--- config.mk ---
export PLATFORM = sky130hd
export DESIGN_NAME = soc_ram_arbiter
export DESIGN_NICKNAME = d
export VERILOG_FILES = /design/src/rtl/soc_ram_arbiter.sv
export SDC_FILE = /design/constraint.sdc
export NUM_CORES = 1
export LEC_CHECK = 0
export ABC_AREA = 1
export BUFFER_PORTS_ARGS = -buffer_cell sky130_fd_sc_hd__clkbuf_2
export CAP_MARGIN = 20
export CORE_AREA = 2 2 123 125
export CTS_BUF_LIST = sky130_fd_sc_hd__clkbuf_4
export DETAILED_ROUTE_END_ITERATION = 8
export DIE_AREA = 0 0 125 127
export GPL_ROUTABILITY_DRIVEN = 0
export SETUP_SLACK_MARGIN = 0.05
export SLEW_MARGIN = 15
export SYNTH_ARGS = -nofsm -noshare
export SYNTH_HDL_FRONTEND = slang
export SYNTH_SLANG_ARGS = --single-unit
--- constraint.sdc ---
create_clock -name i_clk -period 1.6 [get_ports i_clk]
set_clock_uncertainty 0.05 [all_clocks]
set_input_delay 0.16 -clock i_clk [delete_from_list [all_inputs] [get_ports i_clk]]
set_output_delay 0.16 -clock i_clk [all_outputs]
set_load 0.02 [all_outputs]
--- src/rtl/soc_ram_arbiter.sv ---
// Shares one single-port SoC RAM between the instruction-fetch port (m0) and the
// data port (m1): data wins ties, and a starvation counter guarantees m0 progress.
module soc_ram_arbiter #(
    parameter int p_starve_limit = 4,
    parameter int p_cnt_width    = 8
) (
    input  logic                   i_clk,
    input  logic                   i_rst_n,

    input  logic                   i_m0_req,
    input  logic [31:2]            i_m0_addr,
    input  logic                   i_m0_wr_en,
    input  logic [3:0]             i_m0_be,
    input  logic [31:0]            i_m0_wr_data,
    output logic                   o_m0_gnt,
    output logic                   o_m0_rvalid,
    output logic [31:0]            o_m0_rd_data,

    input  logic                   i_m1_req,
    input  logic [31:2]            i_m1_addr,
    input  logic                   i_m1_wr_en,
    input  logic [3:0]             i_m1_be,
    input  logic [31:0]            i_m1_wr_data,
    output logic                   o_m1_gnt,
    output logic                   o_m1_rvalid,
    output logic [31:0]            o_m1_rd_data,

    output logic [31:2]            o_ram_addr,
    output logic [3:0]             o_ram_be,
    output logic                   o_ram_wr_en,
    output logic [31:0]            o_ram_wr_data,
    output logic                   o_ram_rd_en,
    input  logic [31:0]            i_ram_rd_data,

    output logic                   o_dbg_force_m0,
    output logic [p_cnt_width-1:0] o_dbg_starve_cnt
);

    // Handshake: a requester raises req with stable addr/wr_en/be/wr_data and holds them
    // until gnt is seen high in the same cycle; gnt=1 means the access was issued to the
    // RAM that cycle. Reads return with rvalid exactly one cycle later; writes end at gnt.

    typedef enum logic {
        st_data_prio = 1'b0,
        st_force_m0  = 1'b1
    } prio_state_t;

    localparam logic [p_cnt_width-1:0] lc_limit = p_cnt_width'(p_starve_limit);

    prio_state_t            state_q;
    logic [p_cnt_width-1:0] starve_cnt_q;
    logic [p_cnt_width-1:0] starve_cnt_d;
    logic                   gnt_m0;
    logic                   gnt_m1;
    logic                   m0_rvalid_q;
    logic                   m1_rvalid_q;

    // Reset gates the grants combinationally so nothing reaches the RAM while it is held.
    always_comb begin
        gnt_m0 = 1'b0;
        gnt_m1 = 1'b0;
        if (i_rst_n) begin
            if (i_m0_req && (!i_m1_req || state_q == st_force_m0)) begin
                gnt_m0 = 1'b1;
            end else if (i_m1_req) begin
                gnt_m1 = 1'b1;
            end
        end
    end

    always_comb begin
        starve_cnt_d = '0;
        if (i_m0_req && !gnt_m0) begin
            starve_cnt_d = (starve_cnt_q >= lc_limit) ? lc_limit : starve_cnt_q + 1'b1;
        end
    end

    always_ff @(posedge i_clk or negedge i_rst_n) begin
        if (!i_rst_n) begin
            state_q      <= st_data_prio;
            starve_cnt_q <= '0;
            m0_rvalid_q  <= 1'b0;
            m1_rvalid_q  <= 1'b0;
        end else begin
            starve_cnt_q <= starve_cnt_d;
            m0_rvalid_q  <= gnt_m0 & ~i_m0_wr_en;
            m1_rvalid_q  <= gnt_m1 & ~i_m1_wr_en;
            case (state_q)
                st_data_prio: begin
                    if (starve_cnt_d == lc_limit) begin
                        state_q <= st_force_m0;
                    end
                end
                st_force_m0: begin
                    if (gnt_m0 || !i_m0_req) begin
                        state_q <= st_data_prio;
                    end
                end
                default: state_q <= st_data_prio;
            endcase
        end
    end

    // Idle cycles present m1's fields so the RAM inputs are never undefined.
    assign o_ram_addr    = gnt_m0 ? i_m0_addr    : i_m1_addr;
    assign o_ram_be      = gnt_m0 ? i_m0_be      : i_m1_be;
    assign o_ram_wr_data = gnt_m0 ? i_m0_wr_data : i_m1_wr_data;
    assign o_ram_wr_en   = (gnt_m0 & i_m0_wr_en)  | (gnt_m1 & i_m1_wr_en);
    assign o_ram_rd_en   = (gnt_m0 & ~i_m0_wr_en) | (gnt_m1 & ~i_m1_wr_en);

    assign o_m0_gnt      = gnt_m0;
    assign o_m1_gnt      = gnt_m1;
    assign o_m0_rvalid   = m0_rvalid_q;
    assign o_m1_rvalid   = m1_rvalid_q;
    assign o_m0_rd_data  = i_ram_rd_data;
    assign o_m1_rd_data  = i_ram_rd_data;

    assign o_dbg_force_m0   = (state_q == st_force_m0);
    assign o_dbg_starve_cnt = starve_cnt_q;

endmodule
==> key figures <==
Critical path
  • Critical path class: flop to primary output
  • WP data arrival: 1.50 ns
  • Worst setup SP type: flop
  • Crit end category: primary output
  • Largest fanout on the critical path: 6
  • Critical path required time: 1.39 ns

Cells and area
  • Multi-input logic area: roughly 1100 sq um
  • Fill count: between 1,500 and 2,000
  • Fraction of layout cells with a size suffix above 1: 58.7%
  • Final Cell Area: 3650 sq um
  • Number of diodes: 0
  • Final core occ: about a quarter
  • Area grow syn2layout: 107%
  • Reg area: roughly 280 sq um
  • Post-layout nets: around 670

Clocking
  • CTS tree: yes
  • Num CTS Buffers: 3
  • Clock root buffer: clkbuf_4
  • Clock slew at reported path FFs: 0.07 ns
  • Worst-skew pair later-pin latency: around 0.26 ns
  • H-tree levels: 1
  • # clock sinks: 11
  • Max clock buf depth: 2

Global routing
  • Top Usage Layer GRT: met2
  • Total track usage: 9.50%
  • Met1 usage: 9.92%
  • First-pass GRT wire length: around 12 mm
  • Largest net degree at the start of global routing: 27
  • Vias in the first global route: 2,469
  • Initial antenna violation count: 0
  • Remaining Overflow, GRT: 0
  • Met2 GRT Util: 18.3%
  • Met3 GRT Util: slightly below 4%

Logic synthesis
  • Synth area leader: nand2_1
  • Synth cell types: 17
  • Register area share after synthesis: 15.6%
  • Yosys reg bits: 11
  • Post-Synthesis Cells: between 300 and 400
  • Avg Cell Area, Syn: 5.47 sq um
  • Synth Warn #: 0
  • Mapped Area: 1770 sq um
  • Synth top area share: 43.5%
  • Synth top area cells: nand2_1 (44%), buf_4 (27%), dfrtp_1 (16%)

Drt
  • Detail Route Antenna Nets: 0
  • Iteration-0 DRC Markers: 37
  • Via count: 2,474
  • Routed WL per cell: 12.8 microns
  • Vias per inst: 3.66
  • Drt first pass iters: 4
  • Routed wire length: between 8 and 9 mm
  • Final routed DRC violation total: 0

Outcome
  • Failing checks: negative setup slack
  • Outcome: finished with violations

Timing
  • Max Slew Vio Count: 0
  • Final setup margin: -0.112 ns
  • Final hold vios: 0
  • Fraction of the cycle the final worst path needs: 107%
  • Fmax: approximately 600 MHz
  • Hold WS: between 0.05 and 0.06 ns
  • Final worst path period need: 1.71 ns
  • RSZ-0062 raised after global routing: yes
  • Finish-stage setup viols: 68

Floorplan
  • Die ar.: ~16,000 sq um
  • Initial Util: 12.3%
  • Die Height: ~130 microns
  • Chip Width: about 130 microns
  • Row count: 44
  • Num ports: 315
  • Core region area: between 10,000 and 15,000 sq um

Place
  • Port bufs: 218
  • Placed cell areas: 2620 sq um
  • HPWL Detailed: ~5.8 mm

Run
  • MaxCap Viol Count: 0

Hold path
  • Hold crit path type: input pin to flop

Pwr
  • Clock Power Share: 10.6%
  • Internal: 0.00104 W
  • Sequential share of power: 17.0%
  • Peak supply drop: 180 uV
  • Leakage: 2.15 nW
  • Switching share of power: 41.0%
  • Switch Pwr: 0.000724 W
  • PwrDens: 483 nW/um^2
  • Logic pwr share: just over 70%
layout make-up:
class | count | share of cell area [%]
Multi-Input combinational cell | 230 | 29.2
Sequential cell | 11 | 7.54
Clock inverter | 1 | 0.137
Tap cell | 184 | 6.30
Clock buffer | 3 | 0.617
Inverter | 8 | 0.959
Timing Repair Buffer | 239 | 55.2
per-stage QoR:
step / std cells / setup WS [ns] / power [W] / TNS (ns)
floorplan: 327 / 0.120 / 0.000996 / 0
global placement: 656 / 0.0852 / 0.00116 / 0
detailed placement: 656 / 0.0569 / 0.00116 / 0
CTS: 671 / -0.136 / 0.00167 / -5.68
global route: 676 / -0.202 / 0.00188 / -10.62
finish: 676 / -0.112 / 0.00177 / -4.47
critical path: stages (launching register included):
cell      delay (ns)
dfrtp_1         0.39
inv_2           0.07
nand2_4         0.05
nand3_4         0.11
buf_6           0.16
buf_12          0.13
nand2_1         0.08
nand2_1         0.10
clkbuf_8        0.15
per-layer routing:
metal,vias up,wire length (microns)
met3,11,1040
met4,0,35
met1,1032,3130
li1,1231,-
met2,200,4480
met5,-,0
synthesized netlist by cell type (all sizes together):
master    n
a21boi    1
buf      74
clkbuf    4
conb      1
dfrtp    11
ha        2
inv       8
nand2   206
nand3     4
nor2     10
nor3      1
o22ai     1
path summary, 6_finish.rpt:
check | from | to | slack (ns) | depth (start not counted)
max | o_dbg_force_m0 | o_ram_wr_data[31] | -0.11 | 8
max reg2reg | o_dbg_force_m0 | o_dbg_force_m0 | 0.28 | 8
max in group asynchronous | i_rst_n | o_m1_rvalid | 0.68 | 3
min | i_m0_wr_en | o_m0_rvalid | 0.05 | 2
min in group asynchronous | i_rst_n | o_dbg_starve_cnt[6] | 0.50 | 3
min reg2reg | o_dbg_starve_cnt[0] | o_dbg_starve_cnt[0] | 0.56 | 3
sequential cells by signal (all words and copies together), names as in the netlist:
signal,flops
o_m1_rvalid,1
o_m0_rvalid,1
o_dbg_starve_cnt,8
o_dbg_force_m0,1
cell usage in the layout, fill, tap and decap left out:
cell and instances:
a21boi_1 1, buf_12 5, buf_16 5, buf_4 9, buf_6 14, buf_8 5
clkbuf_16 3, clkbuf_2 149, clkbuf_4 5, clkbuf_8 46, clkinv_2 1, conb_1 5
dfrtp_1 11, dlygate4sd3_1 1, ha_1 2, inv_1 6, inv_2 1, inv_6 1
nand2_1 163, nand2_2 35, nand2_4 8, nand3_1 3, nand3_4 1, nor2_1 10
nor3_1 1, o22ai_4 1
power by group through the flow:
stage	logic (W)	clock network, W	registers [W]
floorplan	0.000671	0	0.000325
global placement	0.000849	0	0.000307
detailed placement	0.000852	0	0.000308
CTS	0.00117	0.000198	0.000300
global route	0.00137	0.000214	0.000302
finish	0.00128	0.000188	0.000301
cell families after synthesis:
| group | Yosys count | share of synthesized area [%] |
|---|---|---|
| other cells | 1 | 0.212 |
| flops | 11 | 15.6 |
| fa+ha+maj | 2 | 1.42 |
| buf+inv | 86 | 34.3 |
| compound gates | 2 | 0.779 |
| simple gates | 221 | 47.7 |
what timing repair did:
item                                   4_1_cts  5_1_grt
hold buffers                                 1        0
setup buffers                                5        2
endpoints found under the hold margin       11        0
gates resized for setup                    141       71
gates cloned                                 5        3
setup endpoints to repair                   69       70
pin swaps                                    1        6
Power figures use the tool's default switching activity.
